`config.mk`:
```
export PLATFORM = sky130hd
export DESIGN_NAME = dino_jump_physics_flat
export DESIGN_NICKNAME = d
export VERILOG_FILES = /design/src/rtl/dino_jump_physics_if.sv /design/src/rtl/dino_jump_physics.sv /design/src/flat_wrapper.sv
export SDC_FILE = /design/constraint.sdc
export NUM_CORES = 1
export LEC_CHECK = 0
export BUFFER_PORTS_ARGS = -buffer_cell sky130_fd_sc_hd__buf_2
export CORE_MARGIN = 1.5
export CORE_UTILIZATION = 42
export CTS_BUF_LIST = sky130_fd_sc_hd__clkbuf_4 sky130_fd_sc_hd__clkbuf_8 sky130_fd_sc_hd__clkbuf_16
export CTS_CLUSTER_SIZE = 24
export DETAILED_ROUTE_END_ITERATION = 8
export HOLD_SLACK_MARGIN = 0.05
export REMOVE_ABC_BUFFERS = 1
export SYNTH_ARGS = -nofsm -noshare
export SYNTH_HDL_FRONTEND = slang
export SYNTH_SLANG_ARGS = --single-unit
export TNS_END_PERCENT = 20
```
`constraint.sdc`:
```
create_clock -name clk -period 3.45 [get_ports clk]
set_input_delay 0.5175 -clock clk [delete_from_list [all_inputs] [get_ports clk]]
set_output_delay 0.5175 -clock clk [all_outputs]
set_load 0.01 [all_outputs]
```
`src/rtl/dino_jump_physics_if.sv`:
```
// rtl/dino_jump_physics_if.sv - control/observation bundle for the dino vertical physics engine
interface dino_jump_physics_if #(
  parameter int POS_W = 6,
  parameter int VEL_W = 4
);
  logic [1:0]              game_tick;
  logic                    game_over;
  logic                    jump_pulse;
  logic                    jump_held;
  logic                    button_down;
  logic signed [POS_W-1:0] position;
  logic signed [VEL_W-1:0] velocity;
  logic                    airborne;
  logic [1:0]              state;
  logic                    landed;

  modport master (
    output game_tick, game_over, jump_pulse, jump_held, button_down,
    input  position, velocity, airborne, state, landed
  );

  modport slave (
    input  game_tick, game_over, jump_pulse, jump_held, button_down,
    output position, velocity, airborne, state, landed
  );
endinterface

```
`src/rtl/dino_jump_physics.sv`:
```
// rtl/dino_jump_physics.sv - dino vertical physics engine; optional jump buffer via JUMP_BUFFER_EN
module dino_jump_physics #(
  parameter int POS_W        = 6,
  parameter int VEL_W        = 4,
  parameter int JUMP_VEL     = -7,
  parameter int ACCEL        = 1,
  parameter int HOLD_ACCEL   = 0,
  parameter int MAX_HOLD     = 3,
  parameter int TERM_VEL     = 6,
  parameter int FASTDROP_VEL = 6,
  parameter int CEILING      = -30,
  parameter int JUMP_BUF     = 2
) (
  input logic               clk,
  input logic               rst,
  dino_jump_physics_if.slave bus
);

  typedef enum logic [1:0] {
    GROUND = 2'd0,
    RISE   = 2'd1,
    FALL   = 2'd2,
    DROP   = 2'd3
  } state_t;

  localparam int HC_W = $clog2(MAX_HOLD + 2);
  localparam logic [HC_W-1:0]        HOLD_MAX = HC_W'(MAX_HOLD);
  localparam logic signed [VEL_W:0]   G_HOLD   = (VEL_W+1)'(HOLD_ACCEL);
  localparam logic signed [VEL_W:0]   G_NORM   = (VEL_W+1)'(ACCEL);
  localparam logic signed [VEL_W:0]   V_TERM   = (VEL_W+1)'(TERM_VEL);
  localparam logic signed [VEL_W-1:0] V_JUMP   = VEL_W'(JUMP_VEL);
  localparam logic signed [VEL_W-1:0] V_FAST   = VEL_W'(FASTDROP_VEL);
  localparam logic signed [POS_W:0]   CEIL_EXT = (POS_W+1)'(CEILING);

  state_t                  state_q, state_d;
  logic signed [POS_W-1:0] pos_q, pos_d;
  logic signed [VEL_W-1:0] vel_q, vel_d;
  logic [HC_W-1:0]         hold_q, hold_d;
  logic                    landed_q, landed_d;
  logic                    airborne;
  logic                    jump_req;

`ifdef JUMP_BUFFER_EN
  localparam int BC_W = $clog2(JUMP_BUF + 2);
  logic            pend_q, pend_d;
  logic [BC_W-1:0] buf_q, buf_d;
`endif

  logic signed [VEL_W:0] grav;
  logic signed [VEL_W:0] vel_sum;
  logic signed [VEL_W:0] vel_new;
  logic signed [POS_W:0] pos_sum;

  // Extra-bit arithmetic so the saturation and clamp compares see the true result
  assign airborne = (state_q != GROUND);
  assign grav     = (state_q == RISE && bus.jump_held && hold_q < HOLD_MAX) ? G_HOLD : G_NORM;
  assign vel_sum  = $signed({vel_q[VEL_W-1], vel_q}) + grav;
  assign vel_new  = (vel_sum > V_TERM) ? V_TERM : vel_sum;
  assign pos_sum  = $signed({pos_q[POS_W-1], pos_q})
                  + $signed({{(POS_W+1-VEL_W){vel_q[VEL_W-1]}}, vel_q});

  // Next-state logic: velocity phase wins over position phase; game_over freezes everything
  always_comb begin
    state_d  = state_q;
    pos_d    = pos_q;
    vel_d    = vel_q;
    hold_d   = hold_q;
    landed_d = 1'b0;
`ifdef JUMP_BUFFER_EN
    pend_d   = pend_q;
    buf_d    = buf_q;
    jump_req = bus.jump_pulse | pend_q;
`else
    jump_req = bus.jump_pulse;
`endif
    if (!bus.game_over) begin
      if (bus.game_tick[0]) begin
        if (bus.button_down && !airborne) begin
          vel_d = '0;
        end else if (bus.button_down) begin
          vel_d   = V_FAST;
          state_d = DROP;
        end else if (jump_req && !airborne) begin
          vel_d   = V_JUMP;
          state_d = RISE;
          hold_d  = '0;
        end else if (state_q == RISE || state_q == FALL) begin
          vel_d = vel_new[VEL_W-1:0];
          if (state_q == RISE && hold_q < HOLD_MAX) hold_d = hold_q + 1'b1;
          if (!vel_new[VEL_W]) state_d = FALL;
        end
`ifdef JUMP_BUFFER_EN
        // On the ground the pending request is either consumed or cancelled
        if (!airborne) begin
          pend_d = 1'b0;
        end else if (bus.jump_pulse) begin
          pend_d = 1'b1;
          buf_d  = BC_W'(JUMP_BUF);
        end
`endif
      end else if (bus.game_tick[1] && airborne) begin
        if (pos_sum >= 0) begin
          pos_d    = '0;
          vel_d    = '0;
          state_d  = GROUND;
          landed_d = 1'b1;
        end else begin
          if (pos_sum < CEIL_EXT) begin
            pos_d   = CEIL_EXT[POS_W-1:0];
            vel_d   = '0;
            state_d = FALL;
          end else begin
            pos_d = pos_sum[POS_W-1:0];
          end
`ifdef JUMP_BUFFER_EN
          if (pend_q) begin
            if (buf_q <= 1) begin
              pend_d = 1'b0;
              buf_d  = '0;
            end else begin
              buf_d = buf_q - 1'b1;
            end
          end
`endif
        end
      end
    end
  end

  // State registers with synchronous reset taking priority over freeze
  always_ff @(posedge clk) begin
    if (rst) begin
      state_q  <= GROUND;
      pos_q    <= '0;
      vel_q    <= '0;
      hold_q   <= '0;
      landed_q <= 1'b0;
`ifdef JUMP_BUFFER_EN
      pend_q   <= 1'b0;
      buf_q    <= '0;
`endif
    end else begin
      state_q  <= state_d;
      pos_q    <= pos_d;
      vel_q    <= vel_d;
      hold_q   <= hold_d;
      landed_q <= landed_d;
`ifdef JUMP_BUFFER_EN
      pend_q   <= pend_d;
      buf_q    <= buf_d;
`endif
    end
  end

  assign bus.position = pos_q;
  assign bus.velocity = vel_q;
  assign bus.airborne = airborne;
  assign bus.state    = state_q;
  assign bus.landed   = landed_q;

endmodule

```
`src/flat_wrapper.sv`:
```
// flat-port wrapper written by rule: the top's interface ports become plain ports
module dino_jump_physics_flat 
#(
  parameter int POS_W        = 6,
  parameter int VEL_W        = 4,
  parameter int JUMP_VEL     = -7,
  parameter int ACCEL        = 1,
  parameter int HOLD_ACCEL   = 0,
  parameter int MAX_HOLD     = 3,
  parameter int TERM_VEL     = 6,
  parameter int FASTDROP_VEL = 6,
  parameter int CEILING      = -30,
  parameter int JUMP_BUF     = 2
)
  (clk, rst, bus_game_tick, bus_game_over, bus_jump_pulse, bus_jump_held, bus_button_down, bus_position, bus_velocity, bus_airborne, bus_state, bus_landed);
  dino_jump_physics_if #(.POS_W(POS_W), .VEL_W(VEL_W)) bus_i ();
  input logic clk;
  input logic rst;
  input wire logic [$bits(bus_i.game_tick)-1:0] bus_game_tick;
  input wire logic [$bits(bus_i.game_over)-1:0] bus_game_over;
  input wire logic [$bits(bus_i.jump_pulse)-1:0] bus_jump_pulse;
  input wire logic [$bits(bus_i.jump_held)-1:0] bus_jump_held;
  input wire logic [$bits(bus_i.button_down)-1:0] bus_button_down;
  output wire logic [$bits(bus_i.position)-1:0] bus_position;
  output wire logic [$bits(bus_i.velocity)-1:0] bus_velocity;
  output wire logic [$bits(bus_i.airborne)-1:0] bus_airborne;
  output wire logic [$bits(bus_i.state)-1:0] bus_state;
  output wire logic [$bits(bus_i.landed)-1:0] bus_landed;
  assign bus_i.game_tick = bus_game_tick;
  assign bus_i.game_over = bus_game_over;
  assign bus_i.jump_pulse = bus_jump_pulse;
  assign bus_i.jump_held = bus_jump_held;
  assign bus_i.button_down = bus_button_down;
  assign bus_position = bus_i.position;
  assign bus_velocity = bus_i.velocity;
  assign bus_airborne = bus_i.airborne;
  assign bus_state = bus_i.state;
  assign bus_landed = bus_i.landed;
  dino_jump_physics #(.POS_W(POS_W), .VEL_W(VEL_W), .JUMP_VEL(JUMP_VEL), .ACCEL(ACCEL), .HOLD_ACCEL(HOLD_ACCEL), .MAX_HOLD(MAX_HOLD), .TERM_VEL(TERM_VEL), .FASTDROP_VEL(FASTDROP_VEL), .CEILING(CEILING), .JUMP_BUF(JUMP_BUF)) u_core (.clk(clk), .rst(rst), .bus(bus_i));
endmodule
```
Word level (Yosys, flattened, before mapping)
Cells that the tools add are included.

Add/sub/neg operators: 3. $mul: 0. Divide/modulo/power cells: 0. $lt $le $gt $ge: 4. Eq/ne operators: 6. Shift operators: 0. Muxes and demuxes: 25. Bitwise gates (word level): 5. Reductions and logical operators: 18.

Operators by type and width (count): 4-bit two-way mux (8); 2-bit two-way mux (9); 6-bit two-way mux (2); 6-bit AND reduction (2); 3-bit two-way mux (3); 2-bit nonzero test (4); 6-bit by 4-bit adder with 7-bit output (1); 7-bit by 1-bit greater-or-equal comparator with 1-bit output (second input constant) (1); 7-bit by 6-bit less-than comparator with 1-bit output (second input constant) (1); 1-bit logical AND (6); 4-bit by 2-bit adder with 5-bit output (1); 5-bit by 4-bit greater-than comparator with 1-bit output (second input constant) (1); 5-bit two-way mux (1); 5-bit by 1-bit != test with 1-bit output (second input constant) (1); 1-bit inverter (5); 4-bit by 1-bit != test with 1-bit output (second input constant) (1); 4-bit != test (second input constant) (1); 4-bit AND reduction (1); 4-bit OR reduction (1); 3-bit by 1-bit adder with 3-bit output (second input constant) (1); 3-bit by 2-bit less-than comparator with 1-bit output (second input constant) (1); 3-bit AND reduction (1); 3-bit nonzero test (1); 2-bit by 1-bit equality test with 1-bit output (second input constant) (1); 5 further kinds (6).

Bits in registers: 16. Latch bits: 0. Memory bits (writable): 0. Bits in read-only memories: 0. Input port bits: 8. Logic and storage cells: 66. Memories kept: 0.

Logic depth before layout (Yosys ltp)
Depth in word-level cells: 13. Gate-level depth with buffers: 15. Depth with buffers taken out: 15.

Worst setup path after synthesis
Ideal clock, no wire load.

Kind: register to register. From: reg u_core.state_q[1] (netlist: u_core.bus.state[1]). To: reg u_core.state_q[0] (netlist: u_core.bus.state[0]). Arrival: 2511 ps. Data required time: 3358 ps. Setup slack: 846 ps. Cell stages (with the launch flop): 15. Clock period less this slack: 2604 ps. Path through: dfxtp_1 > inv_1 > ha_1 > inv_1 > a211oi_1 > nand2_1 > ha_1 > ha_1 > a21oi_1 > o31ai_1 > ha_1 > a21oi_1 > nor2_1 > and2b_2 > o32ai_1.

Cells in the longest elaborated chain, start to end: 9.

Ends and longest elaborated chain: from (decl) (line dino_jump_physics.sv:35) `state_t state_q, state_d;`; from (signal assigned) (line dino_jump_physics.sv:143) `state_q <= state_d;`; 2-bit by 1-bit equality test with 1-bit output (line dino_jump_physics.sv:56, dino_jump_physics.sv:87); 1-bit logical AND (2 in series) (line dino_jump_physics.sv:56) `assign grav = (state_q == RISE && bus.jump_held && hold_q < HOLD_MAX) ? G_HOLD : G_NORM;`; 1-bit two-way mux (line dino_jump_physics.sv:56); 4-bit by 2-bit adder with 5-bit output (line dino_jump_physics.sv:57) `assign vel_sum = $signed({vel_q[VEL_W-1], vel_q}) + grav;`; 5-bit by 4-bit greater-than comparator with 1-bit output (line dino_jump_physics.sv:58) `assign vel_new = (vel_sum > V_TERM) ? V_TERM : vel_sum;`; 5-bit two-way mux (line dino_jump_physics.sv:58); 4-bit != test (no source line); 6-bit AND reduction (no source line).

Several ways; a longest one is shown, not always the timed one. The select of a mux whose other input is x is not followed. A chain may end at the register's enable or synchronous reset.

Worst setup path in the final report
Same ends and word-level chain as after synthesis.

==> results.cfg <==
[outcome]
status = finished clean

[logic_synthesis]
syn-cell-area_sq_um = 1170
netlist.area_leader.share_pct = 27.4
synth_common_cells = 18 x nor2_1, 16 x dfxtp_1, 12 x ha_1
synth.avg_cell_area_sq_um = 8.35
yosysTopAreaCell = dfxtp_1
synth_edf_count = 0
yosys.area_share.simple_pct = 24.5
synth_top_family_by_area = compound AO/OA/AOI/OAI gates
synth_most_common_cell = nor2_1
syn_inst = 140
synthXorXnorAreaFrac_pct = 0.749
synth_compound_area_share_pct = 28.2
synthMuxAreaShare_pct = 1.71
ys.flop_type = dfxtp_1
yosys_warnings = 0
synthDistinctLibCells = 44
ys_ff_latch = 16
yosysSeqAreaShare_pct = 27.4
synth.area.top_cells = dfxtp_1 27%, ha_1 13%, nor2_1 5.8%, a21oi_1 4.3%, o21ai_0 3.4%
synth_adder_area_share_pct = 14.6
async_flop_share_pct = 0

[clock_network]
cts-resized-gates = 0
clockBufferDepth = 2
ctsHoldBuffers = 0
cts_tree = built
clkLatencyLatePin_ps = 290
clock-root-buffer = clkbuf_4
htreeDepth = 1
post_cts_buffers = 0
cts_buffers = 3
cts_sinks = 16
clkTransAtPathRegs_ps = 100

[critical_path]
end_kind = flip-flop
crit_path_start_kind = flip-flop
path_max_fanout = 4
crit_type = reg -> reg
r2r_cells = 14
r2r_start = u_core.bus.state[1]$_SDFFE_PP0P_
r2r_slack_ps = 530
cp.required_ps = 3650
timing.rr.end = u_core.bus.state[0]$_SDFFE_PP0P_
cp.arrival_ps = 3130

[sta]
setup_violations = 0
rsz0062_at_grt = no
hold_viol_final = 0
tightest_slew_ps = 507
fin_ws_ps = 527
fin_skew_ps = 1.63
maxSlewViolCount = 0
relSlewSlack_pct = 65.9
setup_tns_ps = 0
fmax_ghz = 0.342
min_period_ps = 2920
timing.final.crit_share_pct = 84.7

[detailed_routing]
drc = 0
firstDrtPassIters = 4
first_iter_violations = 51
vias = 1124
wl_per_cell_um = 14.3
totalWireLength_um = 2740
ant_nets = 0
vias_per_cell = 5.85

[power]
p_int_uw = 272
switchingPower_uw = 98.7
p_leak_uw = 0.000604
vdd_ir_drop_max_uv = 192
seqPwrFrac_pct = 51.0
power_density_nw_per_um2 = 277
p_sw_share_pct = 26.6
comb_power_share_pct = 14.4
clkPwrFrac_pct = 34.6

[floorplanning]
io_pins = 22
die_x_um = 55.8
rows = 18
die_h_um = 55.8
core-area_sq_um = 2540
dieArea_sq_um = 3110
initial_utilization_pct = 45.9

[run]
maxCapViolCount = 0

[finish]
antennaDiodeCount = 0
seqCellArea_sq_um = 320
fill_cells = 244
area_growth_pct = 14.3
drive_gt1_share_pct = 21.6
fin_nets = 184
multiInputGateArea_sq_um = 815

[min_path]
whs_path_depth = 2
hp-class = reg -> reg
hold_end = u_core.bus.position[0]$_SDFFE_PP0P_
hold_path_startpoint = u_core.bus.position[0]$_SDFFE_PP0P_

[grt]
overflow = 0
grt_pass1_wl_um = 4640
grt_util_all_layers_pct = 18.5
antenna_found_initial = 0
grt_pass1_vias = 1046
grt_max_degree = 20

[placed_design]
numPortBuffers = 21
hpwl_um = 2070
gp_congestion = 0.835
place_ws_ps = 611
cells by family after synthesis:
group	count (synthesis)
AND/OR/NAND/NOR	54
adder cells (fa/ha/maj)	13
multiplexers	2
flip-flops	16
AO/OA/AOI/OAI	45
XOR/XNOR	1
buffers and inverters	9
worst max-delay path by stage:
stage / startpoint / endpoint / slack, ps / depth (start not counted)
6_report: u_core.bus.state[1]$_SDFFE_PP0P_ / u_core.bus.state[0]$_SDFFE_PP0P_ / 530 / 14
5_1_grt: u_core.bus.state[1]$_SDFFE_PP0P_ / u_core.bus.state[1]$_SDFFE_PP0P_ / 260 / 15
4_1_cts: u_core.bus.state[1]$_SDFFE_PP0P_ / u_core.bus.state[0]$_SDFFE_PP0P_ / 570 / 14
3_5_place_dp: u_core.bus.state[1]$_SDFFE_PP0P_ / u_core.bus.state[0]$_SDFFE_PP0P_ / 610 / 14
3_3_place_gp: u_core.bus.state[1]$_SDFFE_PP0P_ / u_core.bus.state[0]$_SDFFE_PP0P_ / 690 / 15
2_1_floorplan: u_core.bus.state[1]$_SDFFE_PP0P_ / u_core.bus.state[0]$_SDFFE_PP0P_ / 850 / 14
area by class of cell:
| type | count | share of cell area (%) |
|---|---|---|
| well taps | 30 | 2.81 |
| repair buffers | 21 | 7.87 |
| flip-flops and latches | 16 | 24.0 |
| clock buffers | 4 | 2.72 |
| multi-input cells | 115 | 61.0 |
| inverters | 6 | 1.69 |
critical path, cell delays in order (launching register included):
cell	delay, ps
dfxtp_1	320
inv_1	100
ha_1	180
inv_1	50
a211oi_1	390
nand2_1	110
ha_1	230
ha_1	330
a21oi_1	80
o31ai_1	240
ha_1	180
a21oi_1	60
nor2_1	120
and2b_2	230
o32ai_1	210
power groups by stage:
stage | registers, uW | logic [uW] | clock network [uW]
6_report | 189 | 53.2 | 128
3_3_place_gp | 193 | 52.7 | 0
2_1_floorplan | 194 | 32.2 | 0
4_1_cts | 189 | 52.9 | 135
3_5_place_dp | 194 | 52.6 | 0
5_1_grt | 190 | 58.8 | 143
sequential cells by signal (all words and copies together) (netlist names):
| signal | cells |
|---|---|
| u_core.hold_q | 3 |
| u_core.bus.position | 6 |
| u_core.bus.landed | 1 |
| u_core.bus.velocity | 4 |
| u_core.bus.state | 2 |
layer usage:
layer,up-vias,wire (um),track usage (%)
met5,-,0,0
met4,0,38,6.27
met3,5,108,2.33
met2,31,1280,30.4
met1,523,1310,24.8
li1,565,-,-
layout by cell type, fill, tap and decap left out, types with 4 or more instances in the layout:
cell,Yosys,final
or2_2,4,4
nor2_1,18,18
nand2b_1,5,5
dfxtp_1,16,16
inv_1,6,6
nand2_1,10,10
ha_1,12,12
buf_2,0,21
o21ai_0,8,8
a21oi_1,10,10
through the flow:
step                hold slack [ps]  cells  area [sq um]  power, uW  util (%)
floorplan                       481    137          1160        226         -
global route                    477    192          1340        392      52.5
CTS                             470    192          1340        378      52.5
global placement                468    188          1300        246      51.1
finish                          487    192          1340        371      52.5
detailed placement              470    188          1300        246      51.1
(Power assumes the default switching activity.)
